File: config.mk
export PLATFORM = sky130hd
export DESIGN_NAME = aes_frame_shreg
export DESIGN_NICKNAME = d
export VERILOG_FILES = /design/src/rtl/aes_frame_pkg.sv /design/src/rtl/aes_frame_shreg.sv
export SDC_FILE = /design/constraint.sdc
export NUM_CORES = 1
export LEC_CHECK = 0
export CAP_MARGIN = 5
export CORE_ASPECT_RATIO = 0.75
export CORE_MARGIN = 3
export CORE_UTILIZATION = 42
export DETAILED_ROUTE_END_ITERATION = 10
export GPL_TIMING_DRIVEN = 0
export PLACE_DENSITY = 0.76
export REMOVE_ABC_BUFFERS = 1
export SLEW_MARGIN = 40
export SYNTH_ARGS = -nofsm -noshare
export SYNTH_HDL_FRONTEND = slang
export SYNTH_SLANG_ARGS = --single-unit
File: constraint.sdc
create_clock -name clk -period 1.4 [get_ports clk]
set_clock_uncertainty 0.05 [all_clocks]
set_input_delay 0.42 -clock clk [delete_from_list [all_inputs] [get_ports clk]]
set_output_delay 0.42 -clock clk [all_outputs]
set_load 0.02 [all_outputs]
File: src/rtl/aes_frame_pkg.sv
// Shared types and constants for the UART-to-AES frame controller.
package aes_frame_pkg;

    localparam int unsigned BLOCK_BYTES = 16;
    localparam int unsigned BLOCK_W     = BLOCK_BYTES * 8;
    localparam int unsigned CNT_W       = $clog2(BLOCK_BYTES);

    localparam logic [7:0] CMD_KEY  = 8'h4B;
    localparam logic [7:0] CMD_ENC  = 8'h45;
    localparam logic [7:0] CMD_STAT = 8'h53;

    // Sticky error vector bit positions; the status byte is {3'b000, key_valid, err}
    localparam int unsigned ERR_CMD   = 0;
    localparam int unsigned ERR_TMO   = 1;
    localparam int unsigned ERR_NOKEY = 2;
    localparam int unsigned ERR_OVR   = 3;
    localparam int unsigned ERR_W     = 4;

    typedef enum logic [2:0] {
        IDLE,
        PAYLOAD,
        ISSUE,
        WAIT_CORE,
        RESP
    } state_t;

endpackage

File: src/rtl/aes_frame_shreg.sv
// Block assembly shift register shared by key and plaintext frames.
// Holds 15 bytes; the 16th is merged combinationally so the block is usable on arrival.
module aes_frame_shreg
    import aes_frame_pkg::*;
(
    input  logic               clk,
    input  logic               rst,
    input  logic               clr,
    input  logic               shift_en,
    input  logic [7:0]         byte_in,
    output logic [BLOCK_W-1:0] blk_c,
    output logic               full_c
);

    logic [BLOCK_W-9:0] data;
    logic [CNT_W-1:0]   cnt;

    assign blk_c  = {data, byte_in};
    assign full_c = shift_en && (cnt == CNT_W'(BLOCK_BYTES - 1));

    always_ff @(posedge clk) begin
        if (rst || clr) begin
            data <= '0;
            cnt  <= '0;
        end else if (shift_en) begin
            data <= {data[BLOCK_W-17:0], byte_in};
            cnt  <= cnt + CNT_W'(1);
        end
    end

endmodule

==> out/qor.tcl <==
set qor(status) {finished with violations}
set qor(violations) {setup timing}
set qor(synth.most_common_cell) {dfxtp_1}
set qor(final_nets) 568
set qor(power.share.clock_pct) 53.1
set qor(start_util_pct) 44.0
set qor(max-clock-path-buffers) 2
set qor(hold_path.class) {input pin to flop}
set qor(drive_above_1_share_pct) 56.3
set qor(io_buffers) 140
set qor(synthDominantAreaCellType) {dfxtp_1}
set qor(clockRootBuffer) {clkbuf_16}
set qor(slew_violations) 0
set qor(area_growth_pct) 47.2
set qor(synth_top_area_cells) {dfxtp_1 54%, mux2i_1 26%, nor2_1 7.4%}
set qor(boundaryPins) 141
set qor(first_pass_grt_wire_length_um) 18000
set qor(horizontal_extent_of_the_die_um) 127
set qor(synth-seq-area-share_pct) 53.5
set qor(ys.flop_type) {dfxtp_1}
set qor(cts_tree) {done}
set qor(power.density_nw_per_um2) 1260
set qor(start_kind) {flop}
set qor(cts.sink_count) 124
set qor(syn-instance-count) 414
set qor(detailroute.via_count) 3411
set qor(vdd_ir_max_mv) 1.10
set qor(leakagePower_uw) 0.00314
set qor(global_route.overflow_total) 0
set qor(mapped_avg_cell_area_um2) 11.2
set qor(die_area_um2) 12400
set qor(total_drc_errors_in_the_routed_layout) 0
set qor(worst_slew_pin_slew_ns) 0.289
set qor(hold_depth) 3
set qor(synthesis.area_um2) 4640
set qor(cts-buffers-inserted) 17
set qor(final_instance_area_um2) 6830
set qor(drtIter0Drc) 91
set qor(endpoint_kind) {primary output}
set qor(antenna-diode-count) 0
set qor(initial_antenna_violation_count) 0
set qor(floorplan.core_area_um2) 10500
set qor(hpwl_um) 6530
set qor(netSwitchingPower_uw) 1750
set qor(average_via_count_per_standard_cell) 4.85
set qor(worst-setup-path-type) {flop to primary output}
set qor(die_h_um) 97.0
set qor(instances_no_fill) 704
set qor(detailedPlace.worstSlack_ns) -1.25
set qor(rr_worst_depth) 5
set qor(place.detailed.instances) 658
set qor(setup_tns_ns) -0.264
set qor(synth_edf_count) 0
set qor(max-slew-margin-rel_pct) 80.2
set qor(clock_tree.htree_level_count) 4
set qor(gp_routability_congestion) 0.717
set qor(wl_um) 11300
set qor(timing.critical_path.arrival_ns) 1.19
set qor(antenna_left) 0
set qor(internal-power_uw) 6850
set qor(crit_fanout) 2
set qor(clk-insertion-delay-late_ns) 0.40
set qor(synth_common_cells) {124 x dfxtp_1, 121 x mux2i_1, 92 x nor2_1}
set qor(vias_in_the_first_global_route) 3416
set qor(detailed_place.area_um2) 6030
set qor(std_cell_rows) 32
set qor(avgRoutedWirePerCell_um) 16.0
set qor(cts_hold_buf) 0
set qor(ys_async_sr_fraction_pct) 0
set qor(cp.required_ns) 0.93
set qor(timing.final.hold_violations) 0
set qor(grt_setup_unrepaired) {true}
set qor(grt_start_max_net_pins) 33
set qor(count_of_state_elements_after_synthesis) 124
set qor(max_cap_viol_count) 0
set qor(power.sequential.fraction_pct) 41.3
set qor(period_share_pct) 119
set qor(final_critical_path_setup_slack_ns) -0.264
set qor(power_switching_share_pct) 20.3
set qor(final_core_utilization_pct) 64.8
set qor(globalRouteTotalUtil_pct) 18.3
set qor(max_clock_freq_mhz) 601
set qor(synth_cell_types) 21
set qor(detail_route.first_pass.iterations) 4
set qor(timing.final.crit_period_ns) 1.66
set qor(synth.top_cell.area_share_pct) 53.5
set qor(share_comb_of_total_power_pct) 5.6
set qor(timing.final.setup_violations) 1
set qor(synth-warning-count) 0
set qor(clkTransAtPathRegs_ns) 0.05
## per-stage QoR
step / total power [uW] / hold slack [ns]
after global routing: 8890 / 0.342
after detailed placement: 4010 / 0.433
after floorplan: 3770 / 0.437
final: 8590 / 0.344
after global placement: 4080 / 0.422
after CTS: 8680 / 0.328
## per-layer routing
metal	share of wire, %	track usage, %	wire length (um)
met5	0	0	0
met4	0.73	5.03	82
met3	9.3	8.11	1040
met2	46	29.3	5230
met1	44	22.3	4920
## timing repair
action                     4_1_cts  5_1_grt
gates resized for setup        715       74
pin swaps                        3        1
buffers inserted                 7        1
gates cloned                     7        0
setup endpoints to repair      204       71
## flip-flops by register name, summed over array words and instances (netlist names)
name,flops
data,120
cnt,4
## worst max-delay path, stage by stage (launching register included)
cell     delay (ns)
dfxtp_4        0.36
ha_4           0.14
and4_1         0.18
buf_6          0.12
## cells by family (layout without fill, tap and decap cells)
family	after synthesis	in the layout	synth area share, %
simple gates	128	129	13.5
flops	124	124	53.5
mux	122	122	26.4
buf+inv	36	189	5.88
compound gates	2	2	0.324
fa+ha+maj	1	1	0.270
xor+xnor	1	1	0.189
## final cells by class
| cell class | count | area, um^2 |
|---|---|---|
| fillers | 843 | 3700 |
| clock inverters | 11 | 166 |
| well taps | 136 | 170 |
| clock buffers | 21 | 460 |
| repair buffers | 157 | 1500 |
| multi-input cells | 255 | 1900 |
| flip-flops and latches | 124 | 2620 |
## power by group through the flow
stage          sequential (uW)  combinational, uW  clock (uW)
6_report                  3550                479        4560
5_1_grt                   3550                504        4830
4_1_cts                   3550                482        4650
3_5_place_dp              3630                384           0
3_3_place_gp              3630                458           0
2_1_floorplan             3640                136           0
## worst paths after layout
kind,slack (ns),to,start
worst max-delay path,-0.26,full_c,cnt[0]$_SDFFE_PP0P_
worst min-delay path,0.34,data[65]$_SDFFE_PP0P_,shift_en
worst max register to register,0.22,cnt[2]$_SDFFE_PP0P_,cnt[0]$_SDFFE_PP0P_
worst min register to register,0.44,data[117]$_SDFFE_PP0P_,data[117]$_SDFFE_PP0P_
## cell usage in the layout (no fill, tap or decap), types with 2 or more instances in the layout
cell,n
dfxtp_2,108
buf_6,24
clkinv_2,3
nor2_4,10
bufinv_16,4
clkbuf_8,2
bufbuf_16,6
dlygate4sd2_1,10
clkbuf_1,2
mux2i_1,121
buf_12,2
nor2_2,20
clkinvlp_4,3
buf_2,5
clkbuf_16,17
buf_4,107
buf_16,3
nor2_1,92
dfxtp_1,15
Power figures use the tool's default switching activity.
